--- src/rtl/bcd_stopwatch4.sv ---
// bcd_stopwatch4: 4-digit BCD stopwatch (SS.ss) with edge-detected StartStop/Lap/Clear, registered 7-seg control outputs
module bcd_stopwatch4 #(
  parameter int TICK_DIV = 10
) (
  input  logic       C1K,
  input  logic       RST,
  input  logic       StartStop,
  input  logic       Lap,
  input  logic       Clear,
  output logic [3:0] ValA,
  output logic [3:0] ValB,
  output logic [3:0] ValC,
  output logic [3:0] ValD,
  output logic [6:0] CharA,
  output logic [6:0] CharB,
  output logic [6:0] CharC,
  output logic [6:0] CharD,
  output logic [3:0] Cntrl,
  output logic [3:0] Brank,
  output logic [3:0] DPI,
  output logic       Running
);
  localparam int PW = TICK_DIV > 1 ? $clog2(TICK_DIV) : 1;
  localparam logic [PW-1:0] PMAX = PW'(TICK_DIV - 1);
  typedef enum logic [2:0] {IDLE, RUN, STOP, LAP, OVF} state_t;
  state_t st, st_n;
  logic [15:0] cnt, cnt_n, lap_r, lap_n, disp_n;
  logic [PW-1:0] pre, pre_n;
  logic ss_q, lp_q, cl_q, ss_e, lp_e, cl_e, cnting, tick;
  function automatic logic [15:0] bcd_inc(input logic [15:0] v);
    logic [15:0] r;
    logic c;
    r = v;
    c = 1'b1;
    for (int i = 0; i < 4; i++) begin
      if (c) begin
        if (r[4*i+:4] == 4'd9) r[4*i+:4] = 4'd0;
        else begin
          r[4*i+:4] = r[4*i+:4] + 4'd1;
          c = 1'b0;
        end
      end
    end
    return r;
  endfunction
  always_comb begin
    ss_e = StartStop & ~ss_q;
    lp_e = Lap & ~lp_q;
    cl_e = Clear & ~cl_q;
    cnting = st == RUN || st == LAP;
    tick = cnting && pre == PMAX;
    st_n = st;
    cnt_n = cnt;
    lap_n = lap_r;
    pre_n = pre;
    if (cl_e) begin
      st_n = IDLE;
      cnt_n = '0;
      lap_n = '0;
      pre_n = '0;
    end else begin
      pre_n = cnting ? (tick ? '0 : pre + 1'b1) : pre;
      cnt_n = tick && cnt != 16'h9999 ? bcd_inc(cnt) : cnt;
      case (st)
        IDLE: st_n = ss_e ? RUN : IDLE;
        RUN: begin
          st_n = ss_e ? STOP : lp_e ? LAP : RUN;
          lap_n = !ss_e && lp_e ? cnt : lap_r;
        end
        STOP: st_n = ss_e ? RUN : STOP;
        LAP: st_n = ss_e ? STOP : lp_e ? RUN : LAP;
        default: st_n = OVF;
      endcase
      if (tick && cnt == 16'h9999) begin
        st_n = OVF;
        pre_n = '0;
      end
    end
    disp_n = st_n == LAP ? lap_n : cnt_n;
  end
  always_ff @(posedge C1K) begin
    if (RST) begin
      st <= IDLE;
      cnt <= '0;
      lap_r <= '0;
      pre <= '0;
      ss_q <= 1'b0;
      lp_q <= 1'b0;
      cl_q <= 1'b0;
      {ValA, ValB, ValC, ValD} <= '0;
      Cntrl <= 4'b0000;
      Brank <= 4'b1000;
      DPI <= 4'b1011;
      Running <= 1'b0;
    end else begin
      st <= st_n;
      cnt <= cnt_n;
      lap_r <= lap_n;
      pre <= pre_n;
      ss_q <= StartStop;
      lp_q <= Lap;
      cl_q <= Clear;
      {ValA, ValB, ValC, ValD} <= disp_n;
      Cntrl <= st_n == OVF ? 4'b1111 : 4'b0000;
      Brank <= st_n == OVF ? 4'b0000 : {disp_n[15:12] == 4'd0, 3'b000};
      DPI <= st_n == OVF ? 4'b1111 : 4'b1011;
      Running <= st_n == RUN || st_n == LAP;
    end
  end
  assign CharA = 7'b1111110;
  assign CharB = 7'b1111110;
  assign CharC = 7'b1111110;
  assign CharD = 7'b1111110;
endmodule

--- config.mk ---
export PLATFORM = sky130hd
export DESIGN_NAME = bcd_stopwatch4
export DESIGN_NICKNAME = d
export VERILOG_FILES = /design/src/rtl/bcd_stopwatch4.sv
export SDC_FILE = /design/constraint.sdc
export NUM_CORES = 1
export LEC_CHECK = 0
export BUFFER_PORTS_ARGS = -buffer_cell sky130_fd_sc_hd__buf_4
export CAP_MARGIN = 20
export CORE_MARGIN = 2
export CORE_UTILIZATION = 55
export CTS_BUF_LIST = sky130_fd_sc_hd__clkbuf_8
export CTS_CLUSTER_SIZE = 28
export DETAILED_ROUTE_END_ITERATION = 6
export GPL_TIMING_DRIVEN = 0
export PLACE_DENSITY = 0.8
export SLEW_MARGIN = 10
export SYNTH_ARGS = -nofsm -noshare
export SYNTH_HDL_FRONTEND = slang
export SYNTH_SLANG_ARGS = --single-unit
--- constraint.sdc ---
create_clock -name C1K -period 2.2 [get_ports C1K]
set_input_delay 0.44 -clock C1K [delete_from_list [all_inputs] [get_ports C1K]]
set_output_delay 0.44 -clock C1K [all_outputs]
set_load 0.005 [all_outputs]
==> impl_metrics.tcl, run 1 <==
set metrics [dict create \
    root_buffer "clkbuf_8" \
    p_total_w 0.00224 \
    rr_worst_depth 6 \
    worstPathArrival_ns 2.33 \
    boundaryPins 62 \
    synth_ff_type "dfxtp_1" \
    first_iter_violations 176 \
    final_hold_viol_count 0 \
    min_path_type "primary input to register" \
    ys_types 62 \
    vias 2479 \
    worstPathRequired_ns 2.44 \
    clock_path_buffers 2 \
    path_class "register to register" \
    fin_crit_sh_pct 94.9 \
    drv_cap 0 \
    finClkSkew_ns 0.00958 \
    syn_to_final_growth_pct 20.6 \
    seq_power_share_pct 49.8 \
    cp-end-kind "register" \
    rsz0062_at_grt "no" \
    numPortBuffers 27 \
    core_area_um2 5440 \
    antenna_cells 0 \
    cts.hold.buffers_added 0 \
    synth-adder-area-share_pct 0.814 \
    rows 27 \
    grt_pass1_wl_mm 10.7 \
    synth_edf_count 0 \
    die_width_um 78.8 \
    reg2reg_to "ValC[1]$_SDFF_PP0_" \
    clock-sinks 61 \
    synth_compound_gate_area_share_pct 12.2 \
    synth_xor_area_share_pct 3.13 \
    ir_drop_mv 0.424 \
    power_leakage_nw 1.60 \
    routed_wl_mm 6.41 \
    synth_mux_area_share_pct 3.05 \
    grt_max_degree 11 \
    worstReg2RegStart "cnt[6]$_SDFF_PP0_" \
    final_layout_size_suffix_gt1_share_pct 30.6 \
    place_hpwl_mm 4.51 \
    relSlewSlack_pct 60.4 \
    p_per_area_nw_per_um2 605 \
    grt_use_total_pct 22.5 \
    via_per_inst 5.02 \
    synth_seq_area_share_pct 39.7 \
    synth_top_family_by_area "simple AND/OR/NAND/NOR gates" \
    synthCells 346 \
    crit_fanout 10 \
    dr.pass1.iters 4 \
    grt_pass1_vias 2285 \
    synth_area_um2 3070 \
    hold_ws_ns 0.276 \
    timing.fmax_mhz 479 \
    status "finished, final reports clean" \
    drtAntennaViolNets 0 \
    period_minus_slack_ns 2.09 \
    grt_remaining_overflow 0 \
    synth.top_cells.by_area "dfxtp_1 (40%), buf_4 (9.3%), a21oi_1 (5.4%)" \
    dp_slack_ns -0.144 \
    fin_util_pct 68.2 \
    place.gp.congestion 0.839 \
    cts_max_level 3 \
    syn_area_per_cell_um2 8.88 \
    ys_async_sr_fraction_pct 0 \
    clkPwrFrac_pct 43.1 \
    finalSetupViolCount 0 \
    grt_antenna_before_repair 0 \
    setup_slack_ns 0.111 \
    drc 0 \
    ff2ff_setup_slack_ns 0.11 \
    cp-start-kind "register" \
    worstHoldStart "RST" \
    yosys.area.top_type "dfxtp_1" \
    switchingPower_w 0.000517 \
    synth_top_area_share_pct 39.7 \
    die_h_um 78.8 \
    synthSimpleGateAreaFrac_pct 27.3 \
    dieArea_um2 6200 \
    clk_latency_ns 0.35 \
    initial_core_util_pct 56.5 \
    synth_warnings 0 \
    wl_per_cell_um 13.0 \
    hold_depth 2 \
    final.setup.tns_ns 0 \
    p_int_w 0.00173 \
    sw_frac_of_total_pct 23.0 \
    fin_nets 424 \
    path_clk_slew_ns 0.07 \
    ys_ff_latch 61 \
    cts_made_buffers 9 \
    whs_endpoint "ss_q$_SDFF_PP0_" \
    tightest_slew_ns 0.594 \
    cts_tree "built" \
    report.final.slew_viol_count 0 \
    combPwrFrac_pct 7.1 \
]
==> worst max-delay path, stage by stage (launching register included) <==
cell and delay (ns):
dfxtp_1 0.36, and4bb_4 0.43, nand4_4 0.16, nand2b_4 0.21
nand2_1 0.17, buf_2 0.27, mux2_2 0.37
==> cell usage after synthesis, types with 4 or more instances <==
master and n:
xnor2_1 5, nand3_1 5, inv_1 8, nand2_1 43
mux2i_1 6, a21oi_1 33, nor2_1 32, dfxtp_1 61
nor2b_1 4, buf_6 4, buf_2 4, buf_4 38
o21ai_0 11, and2_1 5, xor2_1 6, nor3_1 8
clkbuf_1 6
==> power by group through the flow <==
stage | logic (W) | clock network, W | registers [W]
after floorplan | 0.000122 | 0 | 0.00114
after global placement | 0.000153 | 0 | 0.00114
after detailed placement | 0.000156 | 0 | 0.00114
after CTS | 0.000156 | 0.000984 | 0.00112
after global routing | 0.000177 | 0.00103 | 0.00112
final | 0.000160 | 0.000968 | 0.00112
==> repair_timing <==
| item | 4_1_cts | 5_1_grt |
|---|---|---|
| setup endpoints to repair | 0 | 9 |
| setup buffers | 0 | 2 |
| resized for setup | 0 | 4 |
| endpoints found under the hold margin | 0 | 0 |
==> cell usage in the layout (no fill, tap or decap), types with 6 or more instances in the layout <==
master / n
buf_4: 67
dfxtp_1: 60
nand2_1: 42
conb_1: 34
a21oi_1: 33
nor2_1: 32
clkbuf_8: 11
o21ai_0: 11
inv_1: 9
nor3_1: 8
xor2_1: 6
mux2i_1: 6
==> layout make-up <==
type / count / area (um2)
Clock buffer: 10 / 138
Timing Repair Buffer: 29 / 218
Fill cell: 476 / 1730
Multi-Input combinational cell: 256 / 1570
Sequential cell: 61 / 1220
Buffer: 52 / 383
Inverter: 8 / 30.0
Tap cell: 72 / 90.1
Clock inverter: 6 / 53.8
==> through the flow <==
step                instances  instance area, um2
global route              494                3710
global placement          477                3490
finish                    494                3710
floorplan                 378                3190
CTS                       493                3680
detailed placement        477                3490
==> kinds of logic (layout without fill, tap and decap cells) <==
| kind of cell | after synthesis | after routing |
|---|---|---|
| multiplexers | 9 | 9 |
| flip-flops | 61 | 61 |
| adder cells (fa/ha/maj) | 2 | 2 |
| AND/OR/NAND/NOR | 138 | 138 |
| XOR/XNOR | 11 | 11 |
| buffers and inverters | 61 | 105 |
| AO/OA/AOI/OAI | 62 | 62 |
| other | 2 | 34 |
==> per-layer routing <==
layer	wire length [um]	vias to the layer above	track usage [%]
li1	-	1246	-
met1	2770	1138	27.5
met2	3120	81	35.6
met3	381	14	7.27
met4	140	0	11.1
met5	0	-	0
==> flip-flops by register name, indices dropped and copies added, names as in the netlist, 3 cells and up <==
register	flops
cnt	16
lap_r	16
ValA	4
ValB	4
ValC	4
ValD	4
pre	4
st	3
==> worst max-delay path by stage <==
stage / startpoint / endpoint / slack (ns) / cells after the start
finish: cnt[6]$_SDFF_PP0_ / ValC[1]$_SDFF_PP0_ / 0.11 / 6
global route: cnt[2]$_SDFF_PP0_ / ValB[3]$_SDFF_PP0_ / 0.0006 / 7
CTS: lp_q$_SDFF_PP0_ / ValB[0]$_SDFF_PP0_ / 0.05 / 8
detailed placement: StartStop / ValD[0]$_SDFF_PP0_ / -0.14 / 7
global placement: StartStop / ValD[0]$_SDFF_PP0_ / -0.1 / 7
floorplan: StartStop / Brank[3]$_SDFF_PP1_ / 0.30 / 7
Note: power is estimated with default switching activity, not from simulation.
==> run 2, diff against run 1 <==
--- a/config.mk
+++ b/config.mk
@@ -6,14 +6,13 @@
 export NUM_CORES = 1
 export LEC_CHECK = 0
 export BUFFER_PORTS_ARGS = -buffer_cell sky130_fd_sc_hd__buf_4
-export CAP_MARGIN = 20
+export CAP_MARGIN = 30
 export CORE_MARGIN = 2
-export CORE_UTILIZATION = 55
-export CTS_BUF_LIST = sky130_fd_sc_hd__clkbuf_8
+export CORE_UTILIZATION = 42
+export CTS_BUF_LIST = sky130_fd_sc_hd__clkbuf_8 sky130_fd_sc_hd__clkbuf_16
 export CTS_CLUSTER_SIZE = 28
 export DETAILED_ROUTE_END_ITERATION = 6
 export GPL_TIMING_DRIVEN = 0
-export PLACE_DENSITY = 0.8
 export SLEW_MARGIN = 10
 export SYNTH_ARGS = -nofsm -noshare
 export SYNTH_HDL_FRONTEND = slang
==> impl_metrics.tcl, run 2 (synthesis results as in run 1) <==
set metrics [dict create \
    worstPathRequired_ns 2.43 \
    initial_core_util_pct 42.8 \
    final_hold_viol_count 0 \
    wl_per_cell_um 12.8 \
    vias 2434 \
    cts_max_level 3 \
    clock-sinks 61 \
    place_inst 504 \
    hold_depth 2 \
    status "finished, final reports clean" \
    dr.pass1.iters 4 \
    cp-start-kind "register" \
    fin_crit_sh_pct 94.9 \
    ff2ff_setup_slack_ns 0.11 \
    place.gp.congestion 0.790 \
    boundaryPins 62 \
    tightest_slew_ns 0.647 \
    grt_remaining_overflow 0 \
    cts_tree "built" \
    root_buffer "clkbuf_8" \
    core_area_um2 7180 \
    drtAntennaViolNets 0 \
    reg2reg_to "ValC[1]$_SDFF_PP0_" \
    grt_pass1_wl_mm 10.8 \
    placed_cell_area_um2 3520 \
    final_layout_size_suffix_gt1_share_pct 30.7 \
    place_hpwl_mm 4.71 \
    grt_use_total_pct 18.0 \
    antenna_cells 0 \
    fin_nets 422 \
    worstReg2RegStart "cnt[6]$_SDFF_PP0_" \
    syn_to_final_growth_pct 22.1 \
    via_per_inst 4.69 \
    whs_endpoint "cl_q$_SDFF_PP0_" \
    p_per_area_nw_per_um2 618 \
    finClkSkew_ns 0.00631 \
    rsz0062_at_grt "no" \
    crit_fanout 10 \
    period_minus_slack_ns 2.09 \
    worstHoldStart "RST" \
    grt_pass1_vias 2246 \
    clk_latency_ns 0.34 \
    largestRegisters "cnt (16), lap_r (16)" \
    drv_cap 0 \
    path_clk_slew_ns 0.07 \
    final_common_cell "buf_4" \
    rows 31 \
    finalSetupViolCount 0 \
    clock_path_buffers 2 \
    die_width_um 89.6 \
    fin_area_um2 3750 \
    path_class "register to register" \
    drc 0 \
    cp-end-kind "register" \
    routed_wl_mm 6.64 \
    dieArea_um2 8020 \
    layout_common_cells "buf_4 (65), dfxtp_1 (60), nand2_1 (42), conb_1 (34), a21oi_1 (33)" \
    die_h_um 89.6 \
    min_path_type "primary input to register" \
    report.final.slew_viol_count 0 \
    numPortBuffers 27 \
    final_cells 519 \
    rr_worst_depth 6 \
    power_leakage_nw 1.60 \
    grt_max_degree 11 \
    first_iter_violations 116 \
    ir_drop_mv 0.285 \
    cts_made_buffers 9 \
    timing.fmax_mhz 479 \
    worstPathArrival_ns 2.32 \
    fin_util_pct 52.3 \
    grt_antenna_before_repair 0 \
    relSlewSlack_pct 56.9 \
]
-- run 2: cell types whose count changed in the layout (fill, tap and decap cells not counted), sizes merged --
cell,before,now
buf,75,72
clkbuf,16,19
clkinv,4,3
inv,9,8
-- run 2: metal layers --
| layer | wire [um] | GRT usage [%] | up-vias |
|---|---|---|---|
| met4 | 159 | 10.3 | 0 |
| met1 | 3070 | 22.5 | 1121 |
| met5 | 0 | 0 | - |
| met3 | 292 | 2.95 | 10 |
| li1 | - | - | 1245 |
| met2 | 3120 | 29.1 | 58 |
-- run 2: stage by stage --
step / TNS, ns / hold WS (ns) / setup WS (ns) / total power (W)
finish: 0 / 0.283 / 0.113 / 0.00232
global route: 0 / 0.297 / 0.0204 / 0.00240
CTS: 0 / 0.277 / 0.0381 / 0.00234
detailed placement: -0.695 / 0.444 / -0.180 / 0.00130
global placement: -0.621 / 0.439 / -0.184 / 0.00130
floorplan: 0 / 0.431 / 0.304 / 0.00126
-- run 2: layout make-up --
type                       count  area [um2]
fill                         709        3420
multi-input combinational    256        1580
sequential                    61        1220
buffer                        52         385
timing repair buffer          27         203
clock buffer                  12         165
tap                           99         124
clock inverter                 4        45.0
inverter                       8        30.0
-- run 2: power by group --
part / internal [W] / switching (W)
registers: 0.00111 / 0.00000505
clock network: 0.000610 / 0.000433
logic: 0.0000745 / 0.0000866
total: 0.00180 / 0.000525
-- run 2: worst max-delay path, stage by stage (launching register included) --
cell      delay [ns]
dfxtp_1         0.36
and4bb_4        0.42
nand4_4         0.16
nand2b_4        0.21
nand2_1         0.19
clkbuf_4        0.27
mux2_2          0.36
-- run 2: how the worst max path moves through the flow --
stage | from | endpoint | slack [ns] | depth (start not counted)
finish | cnt[6]$_SDFF_PP0_ | ValC[1]$_SDFF_PP0_ | 0.11 | 6
global route | cnt[2]$_SDFF_PP0_ | Brank[3]$_SDFF_PP1_ | 0.02 | 7
CTS | lp_q$_SDFF_PP0_ | ValB[0]$_SDFF_PP0_ | 0.04 | 8
detailed placement | StartStop | ValD[0]$_SDFF_PP0_ | -0.18 | 7
global placement | StartStop | ValD[0]$_SDFF_PP0_ | -0.18 | 7
floorplan | StartStop | Brank[3]$_SDFF_PP1_ | 0.30 | 7
-- run 2: what timing repair did --
action,in CTS,in global routing
endpoints found under the setup margin,0,9
setup buffers,0,0
gates resized for setup,0,6
hold buffers,0,0
==> run 3, diff against run 2 <==
--- a/config.mk
+++ b/config.mk
@@ -5,6 +5,7 @@
 export SDC_FILE = /design/constraint.sdc
 export NUM_CORES = 1
 export LEC_CHECK = 0
+export ABC_AREA = 1
 export BUFFER_PORTS_ARGS = -buffer_cell sky130_fd_sc_hd__buf_4
 export CAP_MARGIN = 30
 export CORE_MARGIN = 2
==> impl_metrics.tcl, run 3 <==
set metrics [dict create \
    path_buf_inv 1 \
    synth_xor_area_share_pct 0.817 \
    fin_nets 512 \
    crit_slowest_cell "dfxtp_1" \
    synth_seq_area_share_pct 38.0 \
    rsz0062_at_grt "no" \
    cts_made_buffers 9 \
    synth_top_area_share_pct 38.0 \
    place.gp.congestion 0.864 \
    ys_async_sr_fraction_pct 0 \
    crit_path_max_incr_delay_ns 0.41 \
    cp-end-kind "register" \
    final_hold_viol_count 0 \
    final_layout_size_suffix_gt1_share_pct 25.3 \
    p_per_area_nw_per_um2 599 \
    ff2ff_setup_slack_ns 0.31 \
    cts.hold.buffers_added 0 \
    synth_mux_area_share_pct 0 \
    layout_common_cells "nor2_1 (75), nand2_1 (68), buf_4 (65), dfxtp_1 (61), conb_1 (34)" \
    root_buffer "clkbuf_8" \
    drc 0 \
    report.final.slew_viol_count 0 \
    timing.fmax_mhz 528 \
    grt_remaining_overflow 0 \
    synth_edf_count 0 \
    grt_antenna_before_repair 0 \
    numPortBuffers 26 \
    path_clk_slew_ns 0.07 \
    hold_ws_ns 0.316 \
    ys_ff_latch 61 \
    die_width_um 91.5 \
    path_class "register to register" \
    clock-sinks 61 \
    post-synth-top-count-cell "nor2_1" \
    finClkSkew_ns 0.00844 \
    rows 31 \
    relSlewSlack_pct 57.0 \
    synth_ff_type "dfxtp_1" \
    largestRegisters "cnt (16), lap_r (16)" \
    grt_pass1_wl_mm 12.5 \
    first_iter_violations 176 \
    status "finished, final reports clean" \
    antenna_cells 0 \
    grt_pass1_vias 2620 \
    ir_drop_mv 0.322 \
    crit_fanout 9 \
    final.setup.tns_ns 0 \
    finalSetupViolCount 0 \
    synth-adder-area-share_pct 0.779 \
    syn_to_final_growth_pct 19.7 \
    clk_latency_ns 0.34 \
    synth_area_um2 3210 \
    dieArea_um2 8370 \
    cts_resized 0 \
    via_per_inst 4.60 \
    post-cts-setup-buffer-count 0 \
    period_minus_slack_ns 1.89 \
    tightest_slew_ns 0.642 \
    cp-start-kind "register" \
    synth.top_cells.by_area "dfxtp_1 (38%), buf_4 (9.1%), nor2_1 (8.8%)" \
    routed_wl_mm 7.55 \
    drtAntennaViolNets 0 \
    syn_area_per_cell_um2 7.37 \
    synthSimpleGateAreaFrac_pct 37.7 \
    synthCells 436 \
    ys_types 36 \
    fin_crit_sh_pct 86.0 \
    cts_tree "built" \
    yosys.area.top_type "dfxtp_1" \
    die_h_um 91.5 \
    clock_path_buffers 2 \
    core_area_um2 7330 \
    initial_core_util_pct 43.8 \
    fillers 705 \
    grt_use_total_pct 18.6 \
    grt_max_degree 11 \
    synth_warnings 0 \
    crit_family "simple AND/OR/NAND/NOR gates" \
    cts_max_level 3 \
    yosys-top-cells-count "nor2_1 (75), nand2_1 (68), dfxtp_1 (61), buf_4 (39)" \
    dr.pass1.iters 4 \
    worstPathRequired_ns 2.47 \
    critPathMostFrequentCell "nor2_8" \
    drv_cap 0 \
    synth_compound_gate_area_share_pct 7.12 \
    boundaryPins 62 \
    synth_top_family_by_area "simple AND/OR/NAND/NOR gates" \
    worstPathArrival_ns 2.16 \
    path_cells "ha_1, nand3_4, nor2_8, inv_1, nor2_8, nand2_4, nor2_1, or2_1, nand3b_1, a21oi_1" \
    place_hpwl_mm 5.42 \
    vias 2799 \
    min_path_type "primary input to register" \
    final_common_cell "nor2_1" \
    wl_per_cell_um 12.4 \
    power_leakage_nw 1.80 \
]
run 3: worst paths after layout:
kind / from / cells past startpoint / end
worst min-delay path: StartStop / 3 / ss_q$_SDFF_PP0_
worst min register to register: lap_r[11]$_SDFF_PP0_ / 2 / lap_r[11]$_SDFF_PP0_
worst max-delay path: pre[0]$_SDFFE_PP0P_ / 10 / ValC[3]$_SDFF_PP0_
worst max register to register: pre[0]$_SDFFE_PP0P_ / 10 / ValC[3]$_SDFF_PP0_
run 3: metrics by stage:
| stage | instances | power, W | worst slack (ns) | util, % | area (um2) |
|---|---|---|---|---|---|
| finish | 609 | 0.00230 | 0.308 | 52.5 | 3850 |
| global route | 609 | 0.00239 | 0.155 | 52.5 | 3850 |
| CTS | 609 | 0.00232 | 0.292 | 52.5 | 3850 |
| detailed placement | 593 | 0.00134 | 0.158 | 49.8 | 3650 |
| global placement | 593 | 0.00134 | 0.141 | 49.8 | 3650 |
| floorplan | 468 | 0.00129 | 0.536 | - | 3330 |
run 3: kinds of logic (layout without fill, tap and decap cells):
family          count (synthesis)  in the layout
compound gates                 43             43
xor+xnor                        3              3
fa+ha+maj                       2              2
buf+inv                        88            130
flops                          61             61
other cells                     2             34
simple gates                  237            237
run 3: power by group:
group	switching [W]	internal, W	leakage [nW]
combinational	0.000121	0.0000772	1.20
clock	0.000439	0.000542	0.105
sequential	0.00000540	0.00112	0.493
run 3: final cells by class:
type | instances | area [um2] | share of cell area [%]
Timing Repair Buffer | 26 | 195 | 5.07
Clock buffer | 10 | 138 | 3.58
Tap cell | 99 | 124 | 3.22
Sequential cell | 61 | 1220 | 31.8
Multi-Input combinational cell | 319 | 1620 | 42.1
Buffer | 54 | 363 | 9.43
Inverter | 34 | 130 | 3.38
Clock inverter | 6 | 55.1 | 1.43
run 3: metal layers:
metal / routed length, um / global-route usage (%) / vias up
li1: - / - / 1481
met1: 3690 / 24.8 / 1229
met2: 3310 / 29.5 / 81
met3: 423 / 4.07 / 8
met4: 113 / 6.82 / 0
met5: 0 / 0 / -
run 3: worst register-to-register path: cells and delay by family, from the launching register on:
kind | cells | cell delay, ns
compound gates | 1 | 0.16
fa+ha+maj | 1 | 0.22
buf+inv | 1 | 0.12
flops | 1 | 0.41
simple gates | 7 | 0.92
